File: config.mk
export PLATFORM = sky130hd
export DESIGN_NAME = colour_rom_arbiter_flat
export DESIGN_NICKNAME = d
export VERILOG_FILES = /design/src/rtl/colour_rom_arbiter_if.sv /design/src/rtl/colour_rom_arbiter.sv /design/src/flat_wrapper.sv
export SDC_FILE = /design/constraint.sdc
export NUM_CORES = 1
export LEC_CHECK = 0
export CAP_MARGIN = 10
export CORE_MARGIN = 2
export CORE_UTILIZATION = 46
export CTS_CLUSTER_SIZE = 24
export DETAILED_ROUTE_END_ITERATION = 8
export GPL_TIMING_DRIVEN = 0
export PLACE_DENSITY = 0.85
export SYNTH_ARGS = -nofsm -noshare
export SYNTH_HDL_FRONTEND = slang
export SYNTH_SLANG_ARGS = --single-unit
File: constraint.sdc
create_clock -name clk -period 2.75 [get_ports clk]
set_clock_uncertainty 0.05 [all_clocks]
set_input_delay 0.6875 -clock clk [delete_from_list [all_inputs] [get_ports clk]]
set_output_delay 0.6875 -clock clk [all_outputs]
set_load 0.01 [all_outputs]
File: src/rtl/colour_rom_arbiter_if.sv
// colour_rom_arbiter_if
// Groups the channel handshakes, the shared ROM bus and the per-channel light
// outputs into one bundle.
//   master : channel controllers plus colour ROM (drive req/idx and rom_data)
//   slave  : the arbiter (drives gnt, rom_en/rom_addr, light/valid)
// Signals:
//   req0/idx0/gnt0, req1/idx1/gnt1 : per-channel request handshake
//   rom_en/rom_addr/rom_data       : shared single-port colour ROM
//   light0/light1, valid0/valid1   : returned colours and update pulses
interface colour_rom_arbiter_if #(
  parameter int IDX_W  = 3,
  parameter int DATA_W = 24
);
  logic              req0;
  logic [IDX_W-1:0]  idx0;
  logic              gnt0;
  logic              req1;
  logic [IDX_W-1:0]  idx1;
  logic              gnt1;
  logic              rom_en;
  logic [IDX_W-1:0]  rom_addr;
  logic [DATA_W-1:0] rom_data;
  logic [DATA_W-1:0] light0;
  logic [DATA_W-1:0] light1;
  logic              valid0;
  logic              valid1;

  modport master (
    output req0, idx0, req1, idx1, rom_data,
    input  gnt0, gnt1, rom_en, rom_addr, light0, light1, valid0, valid1
  );

  modport slave (
    input  req0, idx0, req1, idx1, rom_data,
    output gnt0, gnt1, rom_en, rom_addr, light0, light1, valid0, valid1
  );
endinterface

File: src/rtl/colour_rom_arbiter.sv
// colour_rom_arbiter
// Shares one registered-read colour ROM between two light channels. At most
// one request is granted per cycle (round-robin on contention); a tag
// pipeline follows each read through the ROM so its data lands in the
// light register of the channel that asked for it.
// Ports:
//   clk  : rising-edge clock
//   rst  : asynchronous active-high reset
//   hold : suppresses new grants; reads already in flight still complete
//   bus  : channel handshakes, ROM bus, light/valid outputs (slave side)
//   busy : registered, high while any read is in flight
module colour_rom_arbiter #(
  parameter int ROM_LATENCY = 2,
  parameter int IDX_W       = 3,
  parameter int DATA_W      = 24
) (
  input  logic                 clk,
  input  logic                 rst,
  input  logic                 hold,
  colour_rom_arbiter_if.slave  bus,
  output logic                 busy
);

  // Channel that received the most recent grant (1 after reset, so channel 0
  // wins the first contended cycle).
  logic last_q, last_d;

  // One {vld, chan} entry per edge between grant and light capture.
  logic [ROM_LATENCY:0] tag_vld_q, tag_vld_d;
  logic [ROM_LATENCY:0] tag_chan_q, tag_chan_d;

  logic [DATA_W-1:0] light0_q, light0_d;
  logic [DATA_W-1:0] light1_q, light1_d;
  logic              valid0_q, valid0_d;
  logic              valid1_q, valid1_d;
  logic              busy_q, busy_d;

  logic              gnt0_s, gnt1_s;
  logic [IDX_W-1:0]  rom_addr_s;
  logic              capture_s;
  logic              capture_chan_s;

  // Round-robin grant selection and ROM address mux.
  always_comb begin
    gnt0_s     = 1'b0;
    gnt1_s     = 1'b0;
    rom_addr_s = {IDX_W{1'b0}};
    if (!rst && !hold) begin
      case ({bus.req1, bus.req0})
        2'b01:   gnt0_s = 1'b1;
        2'b10:   gnt1_s = 1'b1;
        2'b11: begin
          if (last_q) begin
            gnt0_s = 1'b1;
          end else begin
            gnt1_s = 1'b1;
          end
        end
        default: begin
          gnt0_s = 1'b0;
          gnt1_s = 1'b0;
        end
      endcase
    end else begin
      gnt0_s = 1'b0;
      gnt1_s = 1'b0;
    end
    if (gnt0_s) begin
      rom_addr_s = bus.idx0;
    end else if (gnt1_s) begin
      rom_addr_s = bus.idx1;
    end else begin
      rom_addr_s = {IDX_W{1'b0}};
    end
  end

  // rom_data for a read is valid during the cycle its tag sits one stage
  // before the last, so the light is written at the edge that loads the
  // last stage; the valid pulse then tracks that last stage.
  assign capture_s      = tag_vld_q[ROM_LATENCY-1];
  assign capture_chan_s = tag_chan_q[ROM_LATENCY-1];

  // Next-state for pointer, tag pipeline, lights, valid pulses and busy.
  always_comb begin
    last_d     = last_q;
    tag_vld_d  = {tag_vld_q[ROM_LATENCY-1:0], (gnt0_s | gnt1_s)};
    tag_chan_d = {tag_chan_q[ROM_LATENCY-1:0], gnt1_s};
    light0_d   = light0_q;
    light1_d   = light1_q;
    valid0_d   = 1'b0;
    valid1_d   = 1'b0;
    if (gnt0_s) begin
      last_d = 1'b0;
    end else if (gnt1_s) begin
      last_d = 1'b1;
    end else begin
      last_d = last_q;
    end
    if (capture_s && !capture_chan_s) begin
      light0_d = bus.rom_data;
      valid0_d = 1'b1;
    end else if (capture_s && capture_chan_s) begin
      light1_d = bus.rom_data;
      valid1_d = 1'b1;
    end else begin
      valid0_d = 1'b0;
      valid1_d = 1'b0;
    end
    busy_d = |tag_vld_d;
  end

  // State registers; reset discards every in-flight read.
  always_ff @(posedge clk or posedge rst) begin
    if (rst) begin
      last_q     <= 1'b1;
      tag_vld_q  <= {(ROM_LATENCY+1){1'b0}};
      tag_chan_q <= {(ROM_LATENCY+1){1'b0}};
      light0_q   <= {DATA_W{1'b0}};
      light1_q   <= {DATA_W{1'b0}};
      valid0_q   <= 1'b0;
      valid1_q   <= 1'b0;
      busy_q     <= 1'b0;
    end else begin
      last_q     <= last_d;
      tag_vld_q  <= tag_vld_d;
      tag_chan_q <= tag_chan_d;
      light0_q   <= light0_d;
      light1_q   <= light1_d;
      valid0_q   <= valid0_d;
      valid1_q   <= valid1_d;
      busy_q     <= busy_d;
    end
  end

  assign bus.gnt0     = gnt0_s;
  assign bus.gnt1     = gnt1_s;
  assign bus.rom_en   = gnt0_s | gnt1_s;
  assign bus.rom_addr = rom_addr_s;
  assign bus.light0   = light0_q;
  assign bus.light1   = light1_q;
  assign bus.valid0   = valid0_q;
  assign bus.valid1   = valid1_q;
  assign busy         = busy_q;

endmodule

File: src/flat_wrapper.sv
// flat-port wrapper written by rule: the top's interface ports become plain ports
module colour_rom_arbiter_flat 
#(
  parameter int ROM_LATENCY = 2,
  parameter int IDX_W       = 3,
  parameter int DATA_W      = 24
)
  (clk, rst, hold, busy, bus_req0, bus_idx0, bus_req1, bus_idx1, bus_rom_data, bus_gnt0, bus_gnt1, bus_rom_en, bus_rom_addr, bus_light0, bus_light1, bus_valid0, bus_valid1);
  colour_rom_arbiter_if #(.IDX_W(IDX_W), .DATA_W(DATA_W)) bus_i ();
  input  logic clk;
  input  logic rst;
  input  logic hold;
  output logic busy;
  input wire logic [$bits(bus_i.req0)-1:0] bus_req0;
  input wire logic [$bits(bus_i.idx0)-1:0] bus_idx0;
  input wire logic [$bits(bus_i.req1)-1:0] bus_req1;
  input wire logic [$bits(bus_i.idx1)-1:0] bus_idx1;
  input wire logic [$bits(bus_i.rom_data)-1:0] bus_rom_data;
  output wire logic [$bits(bus_i.gnt0)-1:0] bus_gnt0;
  output wire logic [$bits(bus_i.gnt1)-1:0] bus_gnt1;
  output wire logic [$bits(bus_i.rom_en)-1:0] bus_rom_en;
  output wire logic [$bits(bus_i.rom_addr)-1:0] bus_rom_addr;
  output wire logic [$bits(bus_i.light0)-1:0] bus_light0;
  output wire logic [$bits(bus_i.light1)-1:0] bus_light1;
  output wire logic [$bits(bus_i.valid0)-1:0] bus_valid0;
  output wire logic [$bits(bus_i.valid1)-1:0] bus_valid1;
  assign bus_i.req0 = bus_req0;
  assign bus_i.idx0 = bus_idx0;
  assign bus_i.req1 = bus_req1;
  assign bus_i.idx1 = bus_idx1;
  assign bus_i.rom_data = bus_rom_data;
  assign bus_gnt0 = bus_i.gnt0;
  assign bus_gnt1 = bus_i.gnt1;
  assign bus_rom_en = bus_i.rom_en;
  assign bus_rom_addr = bus_i.rom_addr;
  assign bus_light0 = bus_i.light0;
  assign bus_light1 = bus_i.light1;
  assign bus_valid0 = bus_i.valid0;
  assign bus_valid1 = bus_i.valid1;
  colour_rom_arbiter #(.ROM_LATENCY(ROM_LATENCY), .IDX_W(IDX_W), .DATA_W(DATA_W)) u_core (.clk(clk), .rst(rst), .hold(hold), .bus(bus_i), .busy(busy));
endmodule
Word level (Yosys, flattened, before mapping)
Index checks and enable logic that the tools add are counted.
- bitwise logic cells: 2
- muxes and demuxes: 13
- reduce and logical (&&, ||, !) cells: 9
- equal/unequal tests: 3
- operators by type and width (cell ; count):
    $mux W1 ; 9
    $mux W3 ; 2
    $eq A2 B2 Y1 const B ; 2
    $pmux W1 S2 ; 2
    $logic_and A1 B1 Y1 ; 3
    $logic_not A1 Y1 ; 3
    $reduce_or A3 Y1 ; 1
    $eq A2 B1 Y1 const B ; 1
    $reduce_and A2 Y1 ; 1
    $reduce_bool A2 Y1 ; 1
    $not A1 Y1 ; 1
    $or A1 B1 Y1 ; 1
- bits in registers: 56
- output and inout port bits: 57
- input bits: 35
- word-level logic and storage cells: 35

Logic depth before layout (Yosys ltp)
Gate-level depths: netlist of run 1.
- depth in word-level cells: 5
- mapped depth: 4
- mapped depth without buffers: 3

Worst setup path before layout of run 1
No wires, ideal clock.
- path kind: input-to-output
- from: input port bus_req1
- to: output port bus_rom_addr[0]
- cell stages on the path: 3
- data required time: 2.013 ns
- arrival time: 1.232 ns
- slack: 0.781 ns
- cells stage by stage: a21boi_0 a32oi_1 nor2_1
- cells in the longest elaborated chain, start to end: 5
- ends and longest elaborated chain (element ; RTL line ; RTL):
    from (decl) ; flat_wrapper.sv:16 ; input wire logic [$bits(bus_i.req1)-1:0] bus_req1;
    $eq A2 B2 Y1 ; colour_rom_arbiter.sv:49 ; case ({bus.req1, bus.req0})
    $pmux W1 S2 ; colour_rom_arbiter.sv:49 ;
    $mux W1 ; colour_rom_arbiter.sv:48 ; if (!rst && !hold) begin
    $mux W3 ; colour_rom_arbiter.sv:70 ; end else if (gnt1_s) begin
    $mux W3 (*) ; colour_rom_arbiter.sv:68 ; if (gnt0_s) begin
    to (decl) ; flat_wrapper.sv:22 ; output wire logic [$bits(bus_i.rom_addr)-1:0] bus_rom_addr;
Mark *: on every way between the ends. The rest lies on a longest branch, timed or not.

Final worst setup path of run 1
- from: input port rst
- to: output port bus_rom_en
- cells in the longest elaborated chain, start to end: 4
- ends and longest elaborated chain (element ; RTL line ; RTL):
    from (decl) ; flat_wrapper.sv:11 ; input logic rst;
    $logic_not A1 Y1 (no source line) (*) ; -- ;
    $logic_and A1 B1 Y1 (*) ; colour_rom_arbiter.sv:48 ;
    $mux W1 ; colour_rom_arbiter.sv:48 ;
    $or A1 B1 Y1 (*) ; colour_rom_arbiter.sv:137 ; assign bus.rom_en = gnt0_s | gnt1_s;
    to (decl) ; flat_wrapper.sv:21 ; output wire logic [$bits(bus_i.rom_en)-1:0] bus_rom_en;
Marks and branches as above.

==> impl_metrics.py, run 1 <==
metrics = {
    "detailed_routing": {
        "route.detailed.drc": 0,
        "drt_iter0_markers": 52,
        "postRouteAntennaNets": 0,
        "wirelength_mm": 4.33,
        "vias": 1399,
        "drtPass1Iterations": 3,
        "routed_via_density": 4.93,
        "wl_per_cell_um": 15.2,
    },
    "clock_tree": {
        "cts_setup_buffers": 0,
        "htreeDepth": 2,
        "worstSkewPairLatency_ns": 0.29,
        "cts.clk_slew.worst_paths_ns": 0.09,
        "cts.sinks": 56,
        "cts_tree": "built",
        "cts_buffer_depth": 2,
        "cts_buffers": 5,
        "hold_buffers": 0,
        "cts-root-buf": "clkbuf_8",
    },
    "global_routing": {
        "grt-busiest-layer": "met2",
        "grt.met2_usage": 0.283,
        "track_usage": 0.172,
        "grt_pass1_wl_mm": 7.14,
        "antenna_found_initial": 0,
        "gr-usage-met3": 0.0590,
        "grt_max_degree": 39,
        "met1_usage": 0.226,
        "gr-total-overflow": 0,
        "first_global_vias": 1515,
    },
    "floorplanning": {
        "io_pins": 92,
        "die_w_um": 73.4,
        "die-area_sq_um": 5390,
        "die_h_um": 73.4,
        "num_rows": 25,
        "design.core.area_sq_um": 4690,
        "start_util": 0.472,
    },
    "finish": {
        "stdcell_count": 284,
        "diodes": 0,
        "syn_to_final_growth_pct": 49.7,
        "final_core_util": 0.707,
        "drive_gt1_frac": 0.304,
        "layout.nets": 264,
    },
    "critical_path": {
        "crit_family": "buffers and inverters",
        "reg2reg_depth": 4,
        "startpoint_type": "input port",
        "cp.required_ns": 2.01,
        "cpMaxStageDelayCell": "clkdlybuf4s50_1",
        "worst-setup-path-type": "input port to output port",
        "startpoint": "rst",
        "worstPathCellList": "clkdlybuf4s50_1 > or2_2 > nor2_2 > dlygate4sd2_1",
        "crit_fanout": 4,
        "crit_path_end": "bus_rom_en",
        "r2r-end": "u_core.bus.light0[13]",
        "crit_path_end_kind": "output port",
        "worstPathArrival_ns": 1.95,
        "slowest_delay_ns": 0.47,
        "r2r_setup_slack_ns": 1.42,
        "critical_path_buf_inv_count": 2,
        "critical_path_depth": 4,
        "rr_startpoint": "u_core.tag_chan_q[1]",
    },
    "pwr": {
        "switchingPower_w": 0.000576,
        "power.share.switching": 0.255,
        "p_per_area_nw_per_um2": 681,
        "max-vdd-ir-drop_mv": 0.337,
        "leakage_nw": 1.49,
        "internal-power_w": 0.00169,
        "p_clk_frac": 0.196,
        "seqPwrFrac": 0.478,
        "p_total_w": 0.00226,
        "combinationalPowerShare": 0.325,
    },
    "logic_synthesis": {
        "yosysTopAreaCellShare": 0.621,
        "ys_seq_elements": 56,
        "ys_top_cells_by_area": "dfrtp_1, mux2_4, mux2_2, buf_6, buf_8",
        "yosysWarnings": 0,
        "syn_nets": 165,
        "synth_top_cell_by_area": "dfrtp_1",
        "syn_inst": 130,
        "yosysUniqueCellTypes": 19,
        "yosysSeqAreaShare": 0.633,
        "synth.avg_cell_area_sq_um": 17.0,
        "synth_area_sq_um": 2220,
    },
    "sta": {
        "fin_ws_ns": 0.0635,
        "slew_headroom": 0.734,
        "finalSetupViolCount": 0,
        "finalCritPeriodShare": 0.977,
        "rsz0062_at_grt": "no",
        "whs_ns": 0.314,
        "hold_viol": 0,
        "max_freq_mhz": 372,
        "min_period_ns": 2.69,
        "slew_violations": 0,
        "tightest_slew_ns": 0.398,
    },
    "outcome": {
        "outcome": "complete, no violations",
    },
    "place": {
        "place_congestion": 0.705,
        "dp_hpwl_mm": 3.21,
        "io_buffers": 91,
        "post-place-cells": 276,
        "post-place-ws_ns": -0.352,
    },
    "flow_run": {
        "max_cap_viol_count": 0,
    },
    "worst_hold_path": {
        "hp-class": "flip-flop to flip-flop",
    },
}
[worst min-delay path by stage]
stage                    startpoint              endpoint  slack [ns]  depth (start not counted)
3_5_place_dp   u_core.tag_chan_q[0]  u_core.tag_chan_q[1]        0.30                          0
2_1_floorplan  u_core.tag_chan_q[0]  u_core.tag_chan_q[1]        0.28                          0
4_1_cts        u_core.tag_chan_q[0]  u_core.tag_chan_q[1]        0.32                          0
6_report       u_core.tag_chan_q[0]  u_core.tag_chan_q[1]        0.31                          0
5_1_grt        u_core.tag_chan_q[0]  u_core.tag_chan_q[1]        0.32                          0
3_3_place_gp   u_core.tag_chan_q[0]  u_core.tag_chan_q[1]        0.28                          0
[final cells by class]
| cell class | instances | area (sq um) |
|---|---|---|
| Inverter | 2 | 7.51 |
| Clock inverter | 2 | 10.0 |
| Tap cell | 54 | 67.6 |
| Buffer | 5 | 63.8 |
| Fill cell | 337 | 1370 |
| Multi-Input combinational cell | 67 | 758 |
| Timing Repair Buffer | 92 | 926 |
| Sequential cell | 56 | 1400 |
| Clock buffer | 6 | 82.6 |
[flip-flops by register name (all words and copies together), names as in the netlist]
name / cells
u_core.bus.light0: 24
u_core.bus.light1: 24
u_core.tag_chan_q: 2
u_core.tag_vld_q: 2
u_core.bus.valid0: 1
u_core.bus.valid1: 1
u_core.busy: 1
u_core.last_q: 1
[timing repair]
action	4_1_cts	5_1_grt
endpoints found under the setup margin	6	2
pin swaps	1	1
endpoints found under the hold margin	0	0
resized for setup	10	2
[power groups by stage]
stage	combinational, W	clock [W]	sequential [W]
2_1_floorplan	0.000230	0	0.00117
3_3_place_gp	0.000724	0	0.00109
3_5_place_dp	0.000744	0	0.00109
4_1_cts	0.000746	0.000463	0.00108
5_1_grt	0.000789	0.000496	0.00111
6_report	0.000736	0.000443	0.00108
[synthesized netlist by cell type]
master    number
buf_8          2
or2_2          1
a32oi_1        3
and3_1         1
nor2_1         6
a21boi_0       1
a31oi_1        1
nor2b_4        1
mux2_4        22
buf_6          3
dfrtp_1       55
nand2_2        1
dfstp_2        1
and2_1         1
or3_1          1
mux2_2        26
a21oi_1        1
nand2b_1       1
inv_1          2
[routing by layer]
layer | vias up | wire length, um
met2 | 67 | 2050
met1 | 681 | 1950
li1 | 651 | -
met4 | 0 | 0
met5 | - | 0
met3 | 0 | 323
[stage by stage]
| step | instance area, sq um | TNS (ns) |
|---|---|---|
| global route | 3320 | 0 |
| CTS | 3310 | 0 |
| finish | 3320 | 0 |
| detailed placement | 3210 | -1.63 |
| global placement | 3190 | -22.85 |
| floorplan | 2220 | 0 |
[cells in the final DEF (no fill, tap or decap)]
cell,n
a21boi_4,1
a21oi_1,1
a31oi_1,1
a32oi_1,3
and2_1,1
and3_1,1
buf_12,1
buf_6,3
buf_8,2
clkbuf_8,6
clkdlybuf4s50_1,84
clkinv_2,2
dfrtp_1,55
dfstp_2,1
dlygate4sd2_1,6
dlymetal6s2s_1,1
inv_1,1
inv_2,1
mux2_2,26
mux2_4,22
nand2_2,1
nand2b_1,1
nor2_1,4
nor2_2,2
nor2b_4,1
or2_2,1
or3_1,1
[cells by family after synthesis]
kind of cell           share of synthesized area
buffers and inverters                     0.0322
multiplexers                               0.281
AO/OA/AOI/OAI                             0.0203
AND/OR/NAND/NOR                           0.0333
flip-flops                                 0.633
Note: power is estimated with default switching activity, not from simulation.
==> run 2: changes to the inputs <==
--- a/config.mk
+++ b/config.mk
@@ -5,13 +5,14 @@
 export SDC_FILE = /design/constraint.sdc
 export NUM_CORES = 1
 export LEC_CHECK = 0
+export ABC_AREA = 1
 export CAP_MARGIN = 10
 export CORE_MARGIN = 2
-export CORE_UTILIZATION = 46
+export CORE_UTILIZATION = 42
 export CTS_CLUSTER_SIZE = 24
 export DETAILED_ROUTE_END_ITERATION = 8
 export GPL_TIMING_DRIVEN = 0
-export PLACE_DENSITY = 0.85
+export PLACE_DENSITY = 0.8
 export SYNTH_ARGS = -nofsm -noshare
 export SYNTH_HDL_FRONTEND = slang
 export SYNTH_SLANG_ARGS = --single-unit
==> constraint.sdc (replaced) <==
create_clock -name clk -period 2.6 [get_ports clk]
set_clock_uncertainty 0.05 [all_clocks]
set_input_delay 0.65 -clock clk [delete_from_list [all_inputs] [get_ports clk]]
set_output_delay 0.65 -clock clk [all_outputs]
set_load 0.01 [all_outputs]
==> run 2 against run 1 <==
Compared with the run above: via count rose by 30%; final area fell by 1.9%; final cell count rose by 36%; worst setup slack got worse by 0.021 ns; synthesized area fell by 4.0%; register-to-register slack got worse by 0.11 ns; critical path depth rose by 1; critical path type unchanged.
==> impl_metrics.py, run 2 <==
metrics = {
    "outcome": {
        "outcome": "complete, no violations",
    },
    "critical_path": {
        "cp.required_ns": 1.90,
        "crit_fanout": 7,
        "crit_path_end_kind": "output port",
        "worstPathArrival_ns": 1.86,
        "worstPathCellList": "clkdlybuf4s50_1 > nor2_4 > nand3_2 > inv_1 > dlygate4sd2_1",
        "cpMaxStageDelayCell": "clkdlybuf4s50_1",
        "worst-setup-path-type": "input port to output port",
        "startpoint_type": "input port",
        "slowest_delay_ns": 0.44,
    },
    "logic_synthesis": {
        "synthArstFlopShare": 1.00,
        "synthAdderAreaFrac": 0,
        "synth-xor-area-share": 0,
        "synth_top_cell_by_area": "dfrtp_1",
        "synthFlopType": "dfrtp_1",
        "synth_top_family_by_area": "simple AND/OR/NAND/NOR gates",
        "synth_most_common_cell": "nand2_1",
        "ys_top_cells_by_area": "dfrtp_1, nand2_1, o21ai_0, inv_1, o21ai_2",
        "syn_nets": 251,
        "yosysWarnings": 0,
        "synth.avg_cell_area_sq_um": 9.85,
        "yosysSeqAreaShare": 0.659,
        "syn_inst": 216,
        "synth_compound_area_frac": 0.122,
        "ys_seq_elements": 56,
        "muxShareOfSynthArea": 0,
        "yosysTopAreaCellShare": 0.647,
        "yosysUniqueCellTypes": 16,
        "synth_area_sq_um": 2130,
        "synthTopCellsByCount": "nand2_1, dfrtp_1, o21ai_0, inv_1, nand4_1",
        "synth_edf_count": 0,
        "yosys.area_share.simple": 0.136,
    },
    "finish": {
        "diodes": 0,
        "design_area_sq_um": 3260,
        "num-fill-cells": 420,
        "final_core_util": 0.676,
        "layout.nets": 354,
        "final_cell_mix": "clkdlybuf4s50_1, nand2_1, dfrtp_1, o21ai_0, inv_1",
        "syn_to_final_growth_pct": 53.0,
        "drive_gt1_frac": 0.103,
        "mostFrequentLayoutCell": "clkdlybuf4s50_1",
    },
    "detailed_routing": {
        "drtPass1Iterations": 5,
        "wirelength_mm": 5.26,
        "route.detailed.drc": 0,
        "routed_via_density": 4.70,
        "postRouteAntennaNets": 0,
        "wl_per_cell_um": 13.6,
        "vias": 1814,
        "drt_iter0_markers": 70,
    },
    "clock_tree": {
        "cts-root-buf": "clkbuf_8",
        "cts_buffer_depth": 2,
        "cts.sinks": 56,
        "htreeDepth": 2,
        "cts_buffers": 5,
        "worstSkewPairLatency_ns": 0.30,
        "cts_tree": "built",
        "hold_buffers": 0,
        "cts.clk_slew.worst_paths_ns": 0.09,
    },
    "pwr": {
        "p_total_w": 0.00258,
        "p_per_area_nw_per_um2": 792,
        "leakage_nw": 1.62,
        "max-vdd-ir-drop_mv": 0.447,
    },
    "worst_hold_path": {
        "hp-class": "flip-flop to flip-flop",
    },
    "sta": {
        "slew_headroom": 0.641,
        "tightest_slew_ns": 0.537,
        "rsz0062_at_grt": "yes",
        "max_freq_mhz": 391,
        "finalCritPeriodShare": 0.984,
        "finalSetupViolCount": 0,
        "min_period_ns": 2.56,
        "fin_ws_ns": 0.0425,
        "hold_viol": 0,
        "slew_violations": 0,
    },
    "floorplanning": {
        "die-area_sq_um": 5650,
        "io_pins": 92,
        "start_util": 0.442,
        "num_rows": 25,
        "design.core.area_sq_um": 4820,
        "die_w_um": 75.2,
        "die_h_um": 75.2,
    },
    "global_routing": {
        "gr-total-overflow": 0,
        "gr-usage-met3": 0.0589,
        "first_global_vias": 1678,
        "grt_pass1_wl_mm": 8.07,
        "grt_max_degree": 33,
        "antenna_found_initial": 0,
        "track_usage": 0.193,
        "grt-busiest-layer": "met2",
        "grt.met2_usage": 0.309,
        "met1_usage": 0.260,
    },
    "place": {
        "place_congestion": 0.760,
        "dpl_cell_area_sq_um": 3140,
        "post-place-ws_ns": -0.363,
        "dp_hpwl_mm": 3.76,
        "io_buffers": 91,
    },
    "flow_run": {
        "max_cap_viol_count": 0,
    },
}
## run 2: cell types whose count changed in the layout (fill, tap and decap cells not counted), moves of 6 or more
cell / before / now
nand2_1: 0 / 56
mux2_2: 26 / 0
inv_1: 1 / 31
mux2_4: 22 / 0
nand4_1: 0 / 6
o21ai_0: 0 / 38
## run 2: power breakdown
group          internal (W)  switching [W]  leakage, nW
Sequential          0.00110       0.000129        0.670
Combinational      0.000530       0.000375        0.908
Clock              0.000184       0.000260       0.0410
Total               0.00181       0.000764         1.62
## run 2: timing repair
action	in CTS	in global routing
setup endpoints to repair	6	4
setup buffers	4	0
pin swaps	2	1
gates resized for setup	13	8
## run 2: cells by family (layout without fill, tap and decap cells)
kind of cell    Yosys count  after routing
buf+inv                  42            145
compound gates           48             48
flops                    56             56
simple gates             70             70
## run 2: cell type report
type,instances,area (sq um),share of cell area
plain buffers,10,57.6,0.0177
inverters,32,120,0.0369
flip-flops and latches,56,1400,0.431
multi-input cells,118,576,0.177
repair buffers,96,938,0.288
clock inverters,1,5.00,0.00154
clock buffers,6,72.6,0.0223
well taps,67,83.8,0.0257
## run 2: final timing paths
check / to / from / depth (start not counted) / slack [ns]
max: bus_gnt1 / hold / 5 / 0.04
min: u_core.tag_chan_q[1] / u_core.tag_chan_q[0] / 0 / 0.31
max reg2reg: u_core.bus.light1[1] / u_core.tag_vld_q[1] / 5 / 1.31
min reg2reg: u_core.tag_chan_q[1] / u_core.tag_chan_q[0] / 0 / 0.31
max in group asynchronous: u_core.last_q / rst / 3 / 1.37
min in group asynchronous: u_core.bus.light1[9] / rst / 2 / 0.52
## run 2: metal layers
layer | vias up | part of all wire
li1 | 882 | -
met1 | 863 | 0.43
met2 | 63 | 0.49
met3 | 6 | 0.069
met4 | 0 | 0.0093
met5 | - | 0
## run 2: critical path: cells and delay by family
family	cells	cell delay, ns
simple gates	2	0.36
buf+inv	3	0.84
## run 2: through the flow
| step | hold WS (ns) | TNS, ns | cells |
|---|---|---|---|
| floorplan | 0.281 | 0 | 216 |
| global placement | 0.283 | -28.35 | 374 |
| detailed placement | 0.294 | -1.74 | 375 |
| CTS | 0.315 | 0 | 386 |
| global route | 0.327 | -0.0111 | 386 |
| finish | 0.313 | 0 | 386 |
